## config.mk

```make
export PLATFORM = sky130hd
export DESIGN_NAME = pkt_capture
export DESIGN_NICKNAME = d
export VERILOG_FILES = /design/src/rtl/pkt_capture_pkg.sv /design/src/rtl/pkt_capture_desc_fifo.sv /design/src/rtl/pkt_capture.sv
export SDC_FILE = /design/constraint.sdc
export NUM_CORES = 2
export LEC_CHECK = 0
export CAP_MARGIN = 15
export CORE_ASPECT_RATIO = 1.5
export CORE_MARGIN = 2
export CORE_UTILIZATION = 35
export CTS_BUF_LIST = sky130_fd_sc_hd__clkbuf_4
export DETAILED_ROUTE_END_ITERATION = 12
export HOLD_SLACK_MARGIN = 0.12
export PLACE_DENSITY = 0.54
export SYNTH_ARGS = -nofsm -noshare
export SYNTH_HDL_FRONTEND = slang
export SYNTH_SLANG_ARGS = --single-unit
```

## constraint.sdc

```tcl
create_clock -name clk -period 27.3 [get_ports clk]
set_clock_uncertainty 0.15 [all_clocks]
set_input_delay 5.46 -clock clk [delete_from_list [all_inputs] [get_ports clk]]
set_output_delay 5.46 -clock clk [all_outputs]
set_load 0.03 [all_outputs]
```

## src/rtl/pkt_capture_pkg.sv

```systemverilog
// Shared types for the packet capture tap: FSM states, descriptor record
// and the length padding helper.
package pkt_capture_pkg;

  localparam int HDR_BYTES = 16;

  typedef enum logic [1:0] {IDLE, CAPT, DROP} cap_state_t;
  typedef enum logic [1:0] {I_IDLE, I_ISSUE, I_WAIT} iss_state_t;

  typedef struct packed {
    logic [15:0] len;
    logic        error;
    logic        truncated;
    logic [31:0] sec;
    logic [31:0] nsec;
  } desc_t;

  // Round a byte length up to the next whole 32-bit word.
  function automatic logic [15:0] pad4(input logic [15:0] l);
    return (l + 16'd3) & ~16'd3;
  endfunction

endpackage

```

## src/rtl/pkt_capture_desc_fifo.sv

```systemverilog
// Small synchronous FIFO holding committed packet descriptors between the
// capture side and the write-controller issue side.
module desc_fifo
  import pkt_capture_pkg::*;
#(
  parameter int DEPTH = 8
) (
  input  logic                     clk,
  input  logic                     reset,
  input  logic                     push,
  input  desc_t                    din,
  input  logic                     pop,
  output desc_t                    dout,
  output logic                     full,
  output logic                     empty,
  output logic [$clog2(DEPTH):0]   count
);

  localparam int AW = $clog2(DEPTH);

  desc_t          mem [DEPTH];
  logic [AW:0]    wr_ptr;
  logic [AW:0]    rd_ptr;
  logic           do_push;
  logic           do_pop;

  assign count   = wr_ptr - rd_ptr;
  assign full    = (count == (AW+1)'(DEPTH));
  assign empty   = (count == '0);
  assign do_pop  = pop && !empty;
  assign do_push = push && (!full || do_pop);
  assign dout    = mem[rd_ptr[AW-1:0]];

  // Read/write pointers carry one extra wrap bit so full and empty differ.
  always_ff @(posedge clk or negedge reset) begin
    if (!reset) begin
      wr_ptr <= '0;
      rd_ptr <= '0;
    end else begin
      if (do_push) wr_ptr <= wr_ptr + 1'b1;
      if (do_pop)  rd_ptr <= rd_ptr + 1'b1;
    end
  end

  // Storage needs no reset; entries are only read once written.
  always_ff @(posedge clk) begin
    if (do_push) mem[wr_ptr[AW-1:0]] <= din;
  end

endmodule

```

## src/rtl/pkt_capture.sv

```systemverilog
// Receive-stream tap: copies accepted packet words into the shared data FIFO,
// queues one descriptor per committed packet and hands descriptors one at a
// time to the DDR write controller, allocating records in a circular buffer.
module pkt_capture
  import pkt_capture_pkg::*;
#(
  parameter int DATA_FIFO_DEPTH = 512,
  parameter int MAX_PKT_BYTES   = 1518,
  parameter int DESC_DEPTH      = 8,
  parameter int FIFO_MARGIN     = 4
) (
  input  logic        clk,
  input  logic        reset,
  input  logic        capture_en,
  input  logic [31:0] buf_base,
  input  logic [31:0] buf_size,
  input  logic [31:0] rx_data,
  input  logic        rx_valid,
  input  logic        rx_sop,
  input  logic        rx_eop,
  input  logic [1:0]  rx_empty,
  input  logic        rx_error,
  output logic        rx_ready,
  output logic [31:0] fifo_data,
  output logic        fifo_wr,
  input  logic [8:0]  usedw,
  output logic        wr_ctrl,
  output logic [31:0] control,
  output logic [31:0] pkt_begin,
  output logic [31:0] pkt_end,
  output logic [31:0] write_address,
  output logic [31:0] seconds,
  output logic [31:0] nanoseconds,
  input  logic        wr_ctrl_rdy,
  input  logic [31:0] ts_seconds,
  input  logic [31:0] ts_nanoseconds,
  output logic [31:0] pkt_count,
  output logic [31:0] drop_count
);

  localparam int          CW         = $clog2(DESC_DEPTH);
  localparam int          NEED_WORDS = (MAX_PKT_BYTES + 3) / 4 + FIFO_MARGIN;
  localparam logic [15:0] MAX_LEN    = 16'(MAX_PKT_BYTES);
  localparam logic [15:0] CLAMP_LEN  = 16'((MAX_PKT_BYTES / 4) * 4);

  cap_state_t   cap_state, cap_next;
  iss_state_t   iss_state, iss_next;

  logic [15:0]  len_q, len_d, beat_bytes, len_sum;
  logic         trunc_q, trunc_d;
  logic [31:0]  sec_q, nsec_q;
  logic         wr_d, latch_ts, pkt_inc, drop_inc;
  logic [9:0]   fifo_free;
  logic         fifo_room;

  logic         push, pop, load;
  desc_t        desc_in, head;
  logic         desc_full, desc_empty;
  logic [CW:0]  desc_count;
  logic         room_after_close;

  logic [31:0]  ptr, rec_q, head_rec, issue_addr;
  logic [15:0]  head_padded;
  logic         ptr_valid;
  logic [32:0]  rec_end, ring_end;

  assign beat_bytes       = rx_eop ? (16'd4 - {14'd0, rx_empty}) : 16'd4;
  assign len_sum          = len_q + beat_bytes;
  assign fifo_free        = 10'(DATA_FIFO_DEPTH) - {1'b0, usedw};
  assign fifo_room        = (fifo_free >= 10'(NEED_WORDS));
  assign room_after_close = (desc_count < (CW+1)'(DESC_DEPTH - 1));

  desc_fifo #(.DEPTH(DESC_DEPTH)) u_desc_fifo (
    .clk   (clk),
    .reset (reset),
    .push  (push),
    .din   (desc_in),
    .pop   (pop),
    .dout  (head),
    .full  (desc_full),
    .empty (desc_empty),
    .count (desc_count)
  );

  // Capture state register.
  always_ff @(posedge clk or negedge reset) begin
    if (!reset) cap_state <= IDLE;
    else        cap_state <= cap_next;
  end

  // Capture next-state: accept/drop at SOP, length tracking, truncation and
  // descriptor push. A SOP arriving mid-packet closes the old packet as errored;
  // if that SOP also carries EOP it would need a second push, so it is dropped.
  always_comb begin
    cap_next = cap_state;
    wr_d     = 1'b0;
    push     = 1'b0;
    desc_in  = '0;
    len_d    = len_q;
    trunc_d  = trunc_q;
    latch_ts = 1'b0;
    pkt_inc  = 1'b0;
    drop_inc = 1'b0;
    if (rx_valid) begin
      case (cap_state)
        IDLE: begin
          if (rx_sop) begin
            if (capture_en && !desc_full && fifo_room) begin
              wr_d     = 1'b1;
              latch_ts = 1'b1;
              len_d    = beat_bytes;
              trunc_d  = 1'b0;
              if (rx_eop) begin
                push    = 1'b1;
                pkt_inc = 1'b1;
                desc_in = {beat_bytes, rx_error, 1'b0, ts_seconds, ts_nanoseconds};
              end else begin
                cap_next = CAPT;
              end
            end else begin
              drop_inc = 1'b1;
              if (!rx_eop) cap_next = DROP;
            end
          end
        end
        CAPT: begin
          if (rx_sop) begin
            push    = 1'b1;
            pkt_inc = 1'b1;
            desc_in = {len_q, 1'b1, trunc_q, sec_q, nsec_q};
            if (capture_en && room_after_close && fifo_room && !rx_eop) begin
              wr_d     = 1'b1;
              latch_ts = 1'b1;
              len_d    = beat_bytes;
              trunc_d  = 1'b0;
            end else begin
              drop_inc = 1'b1;
              cap_next = rx_eop ? IDLE : DROP;
            end
          end else begin
            if (!trunc_q) begin
              if (len_sum > MAX_LEN) begin
                trunc_d = 1'b1;
                len_d   = CLAMP_LEN;
              end else begin
                wr_d  = 1'b1;
                len_d = len_sum;
              end
            end
            if (rx_eop) begin
              push     = 1'b1;
              pkt_inc  = 1'b1;
              desc_in  = {len_d, rx_error, trunc_d, sec_q, nsec_q};
              cap_next = IDLE;
            end
          end
        end
        DROP: begin
          if (rx_eop) cap_next = IDLE;
        end
        default: cap_next = IDLE;
      endcase
    end
  end

  // Capture datapath: registered FIFO write, packet length, timestamp, counters.
  always_ff @(posedge clk or negedge reset) begin
    if (!reset) begin
      rx_ready   <= 1'b0;
      fifo_wr    <= 1'b0;
      fifo_data  <= '0;
      len_q      <= '0;
      trunc_q    <= 1'b0;
      sec_q      <= '0;
      nsec_q     <= '0;
      pkt_count  <= '0;
      drop_count <= '0;
    end else begin
      rx_ready <= 1'b1;
      fifo_wr  <= wr_d;
      if (wr_d) fifo_data <= rx_data;
      len_q    <= len_d;
      trunc_q  <= trunc_d;
      if (latch_ts) begin
        sec_q  <= ts_seconds;
        nsec_q <= ts_nanoseconds;
      end
      if (pkt_inc) pkt_count <= pkt_count + 32'd1;
      if (drop_inc && (drop_count != '1)) drop_count <= drop_count + 32'd1;
    end
  end

  assign head_padded = pad4(head.len);
  assign head_rec    = 32'(HDR_BYTES) + {16'd0, head_padded};
  assign rec_end     = {1'b0, ptr} + {1'b0, head_rec};
  assign ring_end    = {1'b0, buf_base} + {1'b0, buf_size};
  assign issue_addr  = (rec_end > ring_end) ? buf_base : ptr;
  assign wr_ctrl     = (iss_state == I_ISSUE);
  assign pkt_begin   = '0;

  // Issue state register.
  always_ff @(posedge clk or negedge reset) begin
    if (!reset) iss_state <= I_IDLE;
    else        iss_state <= iss_next;
  end

  // Issue next-state: load the queue head, pulse the controller, await done.
  always_comb begin
    iss_next = iss_state;
    load     = 1'b0;
    pop      = 1'b0;
    case (iss_state)
      I_IDLE: begin
        if (!desc_empty && ptr_valid) begin
          load     = 1'b1;
          iss_next = I_ISSUE;
        end
      end
      I_ISSUE: iss_next = I_WAIT;
      I_WAIT: begin
        if (wr_ctrl_rdy) begin
          pop      = 1'b1;
          iss_next = I_IDLE;
        end
      end
      default: iss_next = I_IDLE;
    endcase
  end

  // Ring pointer and descriptor output registers, held through the wait.
  always_ff @(posedge clk or negedge reset) begin
    if (!reset) begin
      ptr           <= '0;
      ptr_valid     <= 1'b0;
      rec_q         <= '0;
      write_address <= '0;
      pkt_end       <= '0;
      control       <= '0;
      seconds       <= '0;
      nanoseconds   <= '0;
    end else if (!ptr_valid) begin
      ptr       <= buf_base;
      ptr_valid <= 1'b1;
    end else if (load) begin
      ptr           <= issue_addr;
      rec_q         <= head_rec;
      write_address <= issue_addr;
      pkt_end       <= {16'd0, head_padded};
      control       <= {30'd0, head.truncated, head.error};
      seconds       <= head.sec;
      nanoseconds   <= head.nsec;
    end else if (pop) begin
      ptr <= ptr + rec_q;
    end
  end

endmodule

```

# == Word-level counts from Yosys, hierarchy flattened ==
# Memories as Yosys holds them, arrays and structs flattened.
# Index checks and enable logic that the tools add are counted.
# word_totals
inputBits,179
output_inout_bits,291
mem_bits_rw,656
n_memories,1
regBits,367
# op_classes
n_mux,67
n_lt_le_gt_ge,4
add_sub_neg,13
reduce_logical,21
eq_ne,14
# memory_table
name,words,width,read_ports,rd_ports_with_merged_regs,wr,line_no,text
u_desc_fifo.mem,8,82,1,0,1,pkt_capture_desc_fifo.sv:21,desc_t mem [DEPTH];
# op_table
op,n
82-bit two-way mux,6
82-bit one-hot mux with 2 select lines,1
32-bit two-way mux,4
16-bit two-way mux,7
32-bit by 1-bit adder with 32-bit output (second input constant),2
32-bit by 17-bit adder with 33-bit output,1
32-bit by 32-bit adder with 33-bit output,1
33-bit > comparator,1
32-bit adder,1
32-bit != test (second input constant),1
16-bit one-hot mux with 2 select lines,1
1-bit two-way mux,31
2-bit two-way mux,10
5-bit by 16-bit adder with 17-bit output (first input constant),1
16-bit adder,1
16-bit by 2-bit adder with 16-bit output (second input constant),1
16-bit by 11-bit > comparator with 1-bit output (second input constant),1
2-bit one-hot mux with 3 select lines,2
10-bit by 9-bit greater-or-equal comparator with 1-bit output (second input constant),1
2-bit != test (second input constant),5
1-bit one-hot mux with 2 select lines,5
10-bit by 9-bit subtractor with 10-bit output (first input constant),1
1-bit logical AND,9
4-bit by 1-bit adder with 4-bit output (second input constant),2
other kinds (16),23

# == Depth between registers and ports, before layout ==
# logic_depth
ltp_word,12
ltp_mapped,34
ltp_nobuf,30

# == Hierarchy ==
# Synthesis repeated with hierarchy kept, for this count alone.
# unflattened
hier_cells,3403
area_unflattened_um2,45825.2
# by_module_without_submodules
mod,area_each_um2,cells_per_inst,instances,seq_area_each_um2
desc_fifo,25127.8,1179,1,19899.1
pkt_capture,20697.4,2224,1,8508.2

# == Least setup slack after synthesis ==
# OpenSTA, ideal clock, no wires.
# synth_timing
path_type,input port to flip-flop
from,input port usedw[3]
to,memory u_desc_fifo.mem[3][0] (netlist bit) (enable)
setup_time_ns,0.640
arrival_ns,13.444
stages,8
slack_ns,13.066
cell_sequence,or4_1 -> o41ai_2 -> nand3b_1 -> a311oi_2 -> nand2_2 -> a221oi_4 -> nand2_1 -> nor3b_1
# synth_between
elab_chain_cells,10
# synth_lines
element,line_no,text
from (decl),pkt_capture.sv:26,"input logic [8:0] usedw,"
10-bit by 9-bit subtractor with 10-bit output,pkt_capture.sv:69,"assign fifo_free = 10'(DATA_FIFO_DEPTH) - {1'b0, usedw};"
10-bit by 9-bit greater-or-equal comparator with 1-bit output,pkt_capture.sv:70,assign fifo_room = (fifo_free >= 10'(NEED_WORDS));
1-bit logical AND,pkt_capture.sv:108,if (capture_en && !desc_full && fifo_room) begin
1-bit two-way mux,pkt_capture.sv:108,
1-bit two-way mux,pkt_capture.sv:107,if (rx_sop) begin
1-bit one-hot mux with 2 select lines,pkt_capture.sv:105,case (cap_state)
1-bit two-way mux,pkt_capture.sv:104,if (rx_valid) begin
1-bit logical AND,pkt_capture_desc_fifo.sv:31,assign do_push = push && (!full || do_pop);
1-bit two-way mux,pkt_capture_desc_fifo.sv:47,if (do_push) mem[wr_ptr[AW-1:0]] <= din;
1-bit two-way mux (implied by the code),pkt_capture_desc_fifo.sv:47,
to (decl),pkt_capture_desc_fifo.sv:21,
# No other way between the ends.

# == Worst setup path after layout ==
# layout_timing
from,input port buf_base[0]
to,register ptr[20]
# layout_between
elab_chain_cells,5
# layout_lines
element,line_no,text
from (decl),pkt_capture.sv:15,"input logic [31:0] buf_base,"
32-bit by 32-bit adder with 33-bit output,pkt_capture.sv:196,"assign ring_end = {1'b0, buf_base} + {1'b0, buf_size};"
33-bit > comparator,pkt_capture.sv:197,assign issue_addr = (rec_end > ring_end) ? buf_base : ptr;
32-bit two-way mux,pkt_capture.sv:197,
32-bit two-way mux,pkt_capture.sv:244,end else if (load) begin
32-bit two-way mux,pkt_capture.sv:241,end else if (!ptr_valid) begin
to (signal assigned),pkt_capture.sv:242,ptr <= buf_base;
to (signal assigned),pkt_capture.sv:245,ptr <= issue_addr;
to (signal assigned),pkt_capture.sv:253,ptr <= ptr + rec_q;
to (decl),pkt_capture.sv:62,"logic [31:0] ptr, rec_q, head_rec, issue_addr;"
# No other way between the ends.
# A chain may end at the register's enable or synchronous reset.

==> flow_summary.yaml <==
setup_path:
  reg2regPathDepth: 28
  r2r_end: "ptr[20]$_DFFE_PN0P_"
  path_cells: "clkdlybuf4s50_1, ha_1, fa_1, a21o_1, a21oi_1, o21a_1, o41ai_1, a41oi_1, o21ai_0, a21o_1, a21oi_1, xor2_1, ha_1, a21o_1, a21o_1, a21oi_1, nor2_1, a211oi_1, nand3_1, a21boi_1, buf_4, a21oi_1, o221a_2"
  startpoint_type: "input pin"
  regToRegSetupSlack_ns: 17.01
  crit_arrival_ns: 11.96
  crit_path_top_delay_cell: "a21boi_1"
  r2r-start: "u_desc_fifo.rd_ptr[1]$_DFFE_PN0P_"
  crit_buf_inv: 2
  required_ns: 28.13
  cp_max_fo: 15
  critPathKind: "input pin to flop"
  end_kind: "flop"
  crit_path_max_incr_delay_ns: 0.68
  cp_top_family: "compound AO/OA/AOI/OAI gates"
timing:
  setup_tns_ns: 0
  setup_viol: 0
  fin_crit_ns: 11.14
  finalCritPeriodShare_pct: 40.8
  hold_slack_ns: 0.323
  fmax_mhz: 89.8
  max_slew_margin_pct: 28.4
  maxSlewViolCount: 0
  rsz0062_at_grt: "no"
  hold_viol_final: 0
  worst_pin_slew_ns: 1.07
pwr:
  p_sw_uw: 2210
  pwr-share-clk_pct: 22.5
  power.internal_uw: 3440
  swShare_pct: 39.0
  leakagePower_uw: 0.0214
  seqPwrFrac_pct: 36.0
  power_density_nw_per_um2: 104
  vdd_ir_drop_max_mv: 0.0592
  power_frac_comb_pct: 41.5
clock_network:
  clk_latency_ns: 1.17
  cts_tree: "done"
  htree_levels: 4
  cts.path.max_buffers: 3
  cts.reportedPaths.clkPinSlew_ns: 0.06
  ctsResizeCount: 0
  cts_setup_buffers: 0
  holdBufCountCts: 0
  ctsRootBufferMaster: "clkbuf_4"
  cts_buffers: 240
  cts.sinks: 1004
synth:
  synth_top_area_share_pct: 43.1
  ys_types: 88
  synthArstFlopShare_pct: 34.7
  yosysTopAreaCell: "edfxtp_1"
  synth_edf_count: 656
  syn_inst: 3255
  synth_seq_cells: 1004
  synth_most_common_cell: "edfxtp_1"
  synth_area_leaders: "edfxtp_1, dfrtp_1, mux4_2"
  yosysWarnings: 0
  seq_area_frac_synth_pct: 62.2
  syn_avg_cell_area_sq_um: 14.0
  synth_common_cells: "edfxtp_1, dfrtp_1, nand2_1"
  synthesis.area_sq_um: 45700
  ys.flop_type: "edfxtp_1"
hold_path:
  min_path_type: "flop to flop"
  min_to: "pkt_count[31]$_DFFE_PN0P_"
  hold_start: "pkt_count[31]$_DFFE_PN0P_"
  holdPathStages: 1
global_routing:
  grt-ovfl-total: 0
  antenna_found_initial: 3
  grtUsageTotal_pct: 19.3
  grt_pass1_vias: 30506
  grt_max_degree: 104
  grt_pass1_wl_mm: 193
floorplan:
  dieArea_sq_um: 133000
  die_h_um: 446
  start_util_pct: 35.2
  dieWidth_um: 299
  io_pins: 470
  core_sq_um: 130000
  rows: 162
outcome:
  status: "completed"
placed_design:
  dp_hpwl_mm: 85.5
  portBuffers: 389
  gp_congestion: 0.896
detailed_routing:
  wirelength_mm: 129
  via_per_inst: 5.11
  drt_iter0_drc: 1476
  wl_met3_mm: 6.18
  wl_per_cell_um: 22.6
  drc_errors: 0
  ant_nets: 0
  dr.pass1.iters: 5
  highest_layer: "met5"
  dr_total_vias: 29205
  wl_met2_mm: 68.9
  met1_length_mm: 49.2
flow_run:
  maxCapViolCount: 0
finish:
  nNetsFinal: 4078
  drive_gt1_share_pct: 18.3
  areaGrowthSynthToFinish_pct: 19.4
==> cells by family after synthesis <==
logic type	after synthesis	synth area share, %
DFF	1004	62.2
muxes	362	12.6
adders and majority gates	113	3.18
buffers and inverters	295	3.22
AOI/OAI and AO/OA	553	7.93
and+or+nand+nor	769	7.81
xor gates and xnor gates	157	3.01
other	2	0.0164
==> placed cells by master (no fill, tap or decap), types with 15 or more instances in the layout <==
cell,instances
a211oi_1,16
a21o_1,38
a21oi_1,111
a22oi_1,67
a31oi_1,15
and3_1,31
buf_4,54
clkbuf_4,375
clkdlybuf4s50_1,388
clkinv_1,51
conb_1,81
dfrtp_1,346
edfxtp_1,656
ha_1,108
inv_1,59
mux2_1,29
mux2_2,76
mux2i_1,97
mux4_2,160
nand2_1,273
nand2b_1,15
nand3_1,67
nand4_1,45
nor2_1,185
nor2b_1,21
nor3_1,51
o21a_1,18
o21ai_0,161
xnor2_1,95
xor2_1,62
==> through the flow <==
stage	power (uW)	instances	util [%]	setup WS, ns	area (sq um)
floorplan	3580	3334	-	13.07	46000
global placement	4420	5266	39.5	15.24	51300
detailed placement	4430	5266	39.5	15.09	51300
CTS	5740	5710	42.0	16.39	54500
global route	6010	5711	42.0	15.87	54500
finish	5650	5712	42.0	16.16	54500
==> registers in the layout, indices dropped and copies added, names as in the netlist, 2 cells and up <==
name / flops
fifo_data: 32
seconds: 32
sec_q: 32
u_desc_fifo.wr_ptr: 4
rec_q: 13
pkt_end: 14
control: 2
nanoseconds: 32
nsec_q: 32
u_desc_fifo.mem: 656
ptr: 32
u_desc_fifo.rd_ptr: 4
write_address: 32
drop_count: 32
iss_state: 2
cap_state: 2
len_q: 16
pkt_count: 32
==> worst max-delay path by stage <==
stage | to | start | cells after the start | slack, ns
2_1_floorplan | u_desc_fifo.mem[3][0]$_DFFE_PP_ | usedw[3] | 8 | 13.07
3_3_place_gp | ptr[20]$_DFFE_PN0P_ | buf_base[0] | 23 | 15.24
3_5_place_dp | ptr[20]$_DFFE_PN0P_ | buf_base[0] | 23 | 15.09
4_1_cts | ptr[20]$_DFFE_PN0P_ | buf_base[0] | 23 | 16.39
5_1_grt | ptr[20]$_DFFE_PN0P_ | buf_base[0] | 23 | 15.87
6_report | ptr[20]$_DFFE_PN0P_ | buf_base[0] | 23 | 16.16
==> cell type report <==
cell class	instances	area (sq um)
inverter	62	235
tap	1722	2150
multi-input combinational	2035	16200
sequential	1004	28400
fill	12182	75200
clock buffer	375	2820
timing repair buffer	443	4300
antenna	2	5.00
clock inverter	69	417
==> power by group through the flow <==
stage	Combinational [uW]	Sequential [uW]	Clock, uW
floorplan	1390	2190	0
global placement	2360	2060	0
detailed placement	2370	2070	0
CTS	2380	2040	1330
global route	2550	2060	1400
finish	2340	2030	1270
==> layer usage <==
layer	track usage, %	vias to the layer above
li1	-	13430
met1	21.5	14725
met2	35.5	849
met3	4.00	199
met4	8.06	2
met5	0	-
Power figures use the tool's default switching activity.
